<file path="src/rtl/gshare_branch_predictor.sv">
// gshare_branch_predictor
//   IF-stage branch predictor. It combines a gshare pattern history table
//   (PHT) of 2-bit saturating counters, a direct-mapped branch target buffer
//   (BTB) and a speculative global history register (GHR).
//
// Ports
//   clk, rst        : clock, synchronous active-high reset
//   fetch_valid     : fetch_pc is being issued this cycle
//   fetch_pc        : PC being fetched
//   pred_taken      : combinational taken prediction for fetch_pc
//   pred_target     : predicted target (zero on a BTB miss)
//   pred_ghr        : GHR snapshot used for this prediction, carried to EX
//   upd_valid       : EX resolved a conditional branch this cycle
//   upd_pc          : PC of the resolved branch
//   upd_taken       : resolved direction
//   upd_target      : resolved taken target
//   upd_ghr         : pred_ghr that travelled with the branch
//   upd_mispredict  : direction/target mismatch, qualified by upd_valid
module gshare_branch_predictor #(
  parameter int IDX_BITS = 6,
  parameter int GHR_BITS = 6
) (
  input  logic                clk,
  input  logic                rst,
  input  logic                fetch_valid,
  input  logic [31:0]         fetch_pc,
  output logic                pred_taken,
  output logic [31:0]         pred_target,
  output logic [GHR_BITS-1:0] pred_ghr,
  input  logic                upd_valid,
  input  logic [31:0]         upd_pc,
  input  logic                upd_taken,
  input  logic [31:0]         upd_target,
  input  logic [GHR_BITS-1:0] upd_ghr,
  input  logic                upd_mispredict
);

  localparam int ENTRIES = 1 << IDX_BITS;
  localparam int TAG_W   = 30 - IDX_BITS;

  // 2-bit saturating counter step
  function automatic logic [1:0] ctr_next(input logic [1:0] ctr, input logic taken);
    if (taken) return (ctr == 2'b11) ? ctr : ctr + 2'd1;
    else       return (ctr == 2'b00) ? ctr : ctr - 2'd1;
  endfunction

  logic [1:0]          r_pht        [ENTRIES];
  logic [ENTRIES-1:0]  r_btb_valid;
  logic [TAG_W-1:0]    r_btb_tag    [ENTRIES];
  logic [31:0]         r_btb_target [ENTRIES];
  logic [GHR_BITS-1:0] r_ghr;

  logic [IDX_BITS-1:0] w_fetch_bidx;
  logic [IDX_BITS-1:0] w_fetch_pidx;
  logic [TAG_W-1:0]    w_fetch_tag;
  logic                w_hit;
  logic [IDX_BITS-1:0] w_upd_bidx;
  logic [IDX_BITS-1:0] w_upd_pidx;
  logic [TAG_W-1:0]    w_upd_tag;
  logic                w_unused;

  // Instruction-alignment bits never take part in indexing.
  assign w_unused = &{1'b0, fetch_pc[1:0], upd_pc[1:0]};

  // Predict path: purely combinational, reads pre-update state (no bypass)
  assign w_fetch_bidx = fetch_pc[IDX_BITS+1:2];
  assign w_fetch_tag  = fetch_pc[31:IDX_BITS+2];
  assign w_fetch_pidx = w_fetch_bidx ^ IDX_BITS'(r_ghr);
  assign w_hit        = r_btb_valid[w_fetch_bidx] && (r_btb_tag[w_fetch_bidx] == w_fetch_tag);
  assign pred_taken   = w_hit && r_pht[w_fetch_pidx][1];
  assign pred_target  = w_hit ? r_btb_target[w_fetch_bidx] : 32'd0;
  assign pred_ghr     = r_ghr;

  assign w_upd_bidx = upd_pc[IDX_BITS+1:2];
  assign w_upd_tag  = upd_pc[31:IDX_BITS+2];
  assign w_upd_pidx = w_upd_bidx ^ IDX_BITS'(upd_ghr);

  // Update stage: counters, BTB valid bits and history
  always_ff @(posedge clk) begin
    if (rst) begin
      r_ghr       <= '0;
      r_btb_valid <= '0;
      for (int i = 0; i < ENTRIES; i++) r_pht[i] <= 2'b01;
    end else begin
      if (upd_valid) begin
        r_pht[w_upd_pidx] <= ctr_next(r_pht[w_upd_pidx], upd_taken);
        if (upd_taken) r_btb_valid[w_upd_bidx] <= 1'b1;
      end
      // A mispredict restore flushes the younger fetch, so its shift is dropped.
      if (upd_valid && upd_mispredict)
        r_ghr <= {upd_ghr[GHR_BITS-2:0], upd_taken};
      else if (fetch_valid && w_hit)
        r_ghr <= {r_ghr[GHR_BITS-2:0], pred_taken};
    end
  end

  // BTB payload carries no reset; valid bits alone gate its use.
  always_ff @(posedge clk) begin
    if (!rst && upd_valid && upd_taken) begin
      r_btb_tag[w_upd_bidx]    <= w_upd_tag;
      r_btb_target[w_upd_bidx] <= upd_target;
    end
  end

endmodule

</file>
<file path="config.mk">
export PLATFORM = sky130hd
export DESIGN_NAME = gshare_branch_predictor
export DESIGN_NICKNAME = d
export VERILOG_FILES = /design/src/rtl/gshare_branch_predictor.sv
export SDC_FILE = /design/constraint.sdc
export NUM_CORES = 2
export LEC_CHECK = 0
export ABC_AREA = 1
export BUFFER_PORTS_ARGS = -buffer_cell sky130_fd_sc_hd__buf_2
export CELL_PAD_IN_SITES_DETAIL_PLACEMENT = 0
export CELL_PAD_IN_SITES_GLOBAL_PLACEMENT = 2
export CORE_ASPECT_RATIO = 1.75
export CORE_MARGIN = 5
export CORE_UTILIZATION = 48
export DETAILED_ROUTE_END_ITERATION = 16
export PLACE_DENSITY = 0.93
export SLEW_MARGIN = 30
export SYNTH_ARGS = -nofsm -noshare
export SYNTH_HDL_FRONTEND = slang
export SYNTH_SLANG_ARGS = --single-unit
</file>
<file path="constraint.sdc">
create_clock -name clk -period 10.3 [get_ports clk]
set_input_delay 1.545 -clock clk [delete_from_list [all_inputs] [get_ports clk]]
set_output_delay 1.545 -clock clk [all_outputs]
set_load 0.01 [all_outputs]
</file>
==> summary.md <==
| Metric | Value |
|---|---|
| End of the worst register-to-register path | pred_ghr[0]$_SDFFE_PP0P_ |
| TritonCTS Sinks | 3,782 |
| CP endpoint kind | output pin |
| Period minus WS final | 8.337 ns |
| Initial antenna violation count | 20 |
| Final hold violation count | 0 |
| Library cells used by synthesis | 48 |
| Die Wd | 435.5 um |
| CTS clk-pin slew, worst paths | 0.06 ns |
| Simple-gate share of the synthesized area | 14.56% |
| Top-Level Pins | 147 |
| VDD IR max | 0.1385 mV |
| DR pass1 iterations | 8 |
| Tot Pwr | 31.39 mW |
| Multiplexer share of the synthesized area | 0.02715% |
| CP required | 8.76 ns |
| Max Freq | 119.9 MHz |
| CTS tree | yes |
| Dpl hpwl | 251,300 um |
| Vias | 103,900 |
| Crit Reg-Reg Startpoint | r_btb_tag[14][15]$_DFFE_PP_ |
| Most numerous cell in the Yosys netlist | edfxtp_1 |
| Gpl congestion | 0.8794 |
| Post-synth top area cell | edfxtp_1 |
| Die footprint | 0.3286 mm2 |
| Arrival time of the worst setup path | 6.79 ns |
| Largest family of logic cells by synthesized area | simple AND/OR/NAND/NOR gates |
| Crit-path cells | buf_12, inv_16, buf_4, buf_4, nand2_1, nand3_1, nand3_1, nand3_1, nand3_1, nand3_1, nand2_1, nand2_1, nand2_1, inv_1, nand2_1, nor2_1, nand2_1, nor2_2, inv_2, nor3_1, buf_2 |
| First-pass GRT wire length | 696,200 um |
| Root buffer cell | clkbuf_16 |
| Adder-cell share of the synthesized area | 0% |
| Postcts setup bufs | 0 |
| Worst-Skew Late Latency | 0.93 ns |
| DR WL/cell | 30.37 um |
| Setup TNS | 0 ns |
| Violation count after the first detailed-route iteration | 14,960 |
| Startpoint Class | primary input |
| Hold Startpoint | r_btb_valid[55]$_SDFFE_PP0P_ |
| Post-Synth XOR/XNOR Area | 0.09708% |
| Status | finished clean |
| Grt total ovfl | 0 |
| DRC | 0 |
| EDFF count, synth | 3,712 |
| CTS max path bufs | 4 |
| Resize count post-CTS | 0 |
| Sequential fraction of the synthesis area | 74.22% |
| Period Utilization, post-route | 80.94% |
| Nets | 11,950 |
| Placed Instances | 15,630 |
| Cells after Synth | 11,980 |
| Worst-path fanout max | 195 |
| Vias per inst | 6.395 |
| Commonest cells post-synth | 3,712 x edfxtp_1, 2,624 x nand2_1, 1,621 x nand3_1, 809 x nor2_1, 711 x o21ai_0 |
| Ys flop type | edfxtp_1 |
| WS Path Type | in -> out |
| GRT Total Usage | 28.96% |
| # H-tree levels | 5 |
| Relative slew slack | 24.47% |
| Cell leakage power | 55.17 nW |
| Crit-path max cell delay | 0.66 ns |
| Synth Area in Compound Gates | 8.054% |
| Hold slack | 0.4591 ns |
| Slew Limit Fails | 0 |
| Synth-to-layout area growth | 10.37% |
| WHS Path Cells | 2 |
| Max-cap viol count | 0 |
| Unrepaired setup endpoints after global routing | false |
| Vias in the first global route | 99,520 |
| Synth top area cells | edfxtp_1 73%, nand2_1 6.5%, nand3_1 5.3% |
| Delay-heaviest family, CP | buffers and inverters |
| Die Height | 754.6 um |
| Syn Nets | 12,080 |
| Fin cells | 16,250 |
| Reg2reg setup slack | 6.39 ns |
| Crit-path slowest cell | nor2_2 |
| Syn_area_per_cell | 12.70 um2 |
| Async SR Flop Fraction | 0% |
| Top cell type's share of synthesized area | 73.29% |
| Final wirelength | 493,400 um |
| Least-Margin Pin Slew | 1.133 ns |
| Cell Area, Synth | 0.1521 mm2 |
| Cts bufs inserted | 336 |
| Hold WC Path Type | reg -> reg |
| Proportion of layout cells with a drive suffix above 1 | 8.738% |
| Cts hold-fix bufs | 0 |
| Cell Pwr Density | 187.0 mW/mm2 |
| Crit path top cell by count | nand2_1 |
| Final setup fails | 0 |
| FP Rows | 273 |
| I/O Buffers | 142 |
| Layout Skew | 0.07307 ns |
| Hold endpoint | r_btb_valid[55]$_SDFFE_PP0P_ |
| Core area | 0.3156 mm2 |
| FF+latch count, synth | 3,782 |
| Worst reg2reg path depth | 18 |
| Yosys warning count | 0 |
| Worst path buffer plus inverter count | 7 |
| Final ANT Viol Nets | 0 |
| Initial Utilization | 48.19% |
| Largest net degree at the start of global routing | 215 |
## per-stage QoR
step                      instance area [um2]  utilization (%)  setup slack [ns]
after floorplan                        152100                -             5.192
after global placement                 156700            49.65             2.168
after detailed placement               156900            49.72             2.082
after CTS                              167600            53.09             2.083
after global routing                   167800            53.18             1.551
final                                  167900            53.18             1.963
## routing by layer
| metal | global-route usage, % | routed length, um | up-vias |
|---|---|---|---|
| met5 | 0 | 27 | - |
| met4 | 17.37 | 34300 | 4 |
| met3 | 4.712 | 48810 | 1474 |
| met2 | 48.21 | 238100 | 6715 |
| met1 | 35.79 | 172100 | 51830 |
| li1 | - | - | 43880 |
## cells by family (layout without fill, tap and decap cells)
family	after synthesis	after routing
AO/OA/AOI/OAI	1932	1932
XOR/XNOR	13	13
buffers and inverters	1028	1161
flip-flops	3782	3782
multiplexers	4	4
other	0	14
AND/OR/NAND/NOR	5216	5216
## layout make-up
| cell class | count | area, um2 |
|---|---|---|
| fillers | 25720 | 147800 |
| flip-flops and latches | 3782 | 112900 |
| clock buffers | 407 | 8781 |
| diodes | 14 | 35.03 |
| clock inverters | 194 | 1844 |
| repair buffers | 392 | 3397 |
| well taps | 4125 | 5161 |
| inverters | 168 | 680.7 |
| multi-input cells | 7165 | 35090 |
## cell usage in the layout (no fill, tap or decap), types with 32 or more instances in the layout
cell / n
clkinv_1: 68
buf_12: 32
o221ai_1: 309
nand3_1: 1620
clkbuf_1: 66
buf_4: 245
inv_1: 148
o21ai_0: 711
o311ai_0: 111
nor2_1: 745
nor2_2: 62
buf_2: 83
nor2_4: 64
a21oi_1: 503
clkinv_2: 60
o22ai_1: 38
nand2_1: 2619
a221oi_1: 195
dfxtp_1: 70
clkbuf_16: 341
edfxtp_1: 3712
## power breakdown
part,internal [mW],switching [mW],total (mW),leakage [nW]
clock,6.82,5.65,12.5,5.18
combinational,0.460,1.52,1.98,16.1
sequential,16.9,0.0172,16.9,33.9
total,24.2,7.19,31.4,55.2
## worst max path at each step
stage / start / to / slack, ns / depth (start not counted)
2_1_floorplan: fetch_pc[2] / pred_target[1] / 5.19 / 14
3_3_place_gp: fetch_pc[2] / pred_target[31] / 2.17 / 21
3_5_place_dp: fetch_pc[2] / pred_target[13] / 2.08 / 21
4_1_cts: fetch_pc[2] / pred_target[13] / 2.08 / 21
5_1_grt: fetch_pc[2] / pred_target[26] / 1.55 / 21
6_report: fetch_pc[2] / pred_target[1] / 1.96 / 21
## worst min-delay path, cell delays in order (launching register included)
cell and delay [ns]:
dfxtp_1 0.33, nand2_1 0.05, o21ai_0 0.05
## registers in the layout, summed over array words and instances, names as in the netlist
register,cells
r_btb_tag,1536
pred_ghr,6
r_pht,128
r_btb_target,2048
r_btb_valid,64
Power figures use the tool's default switching activity.
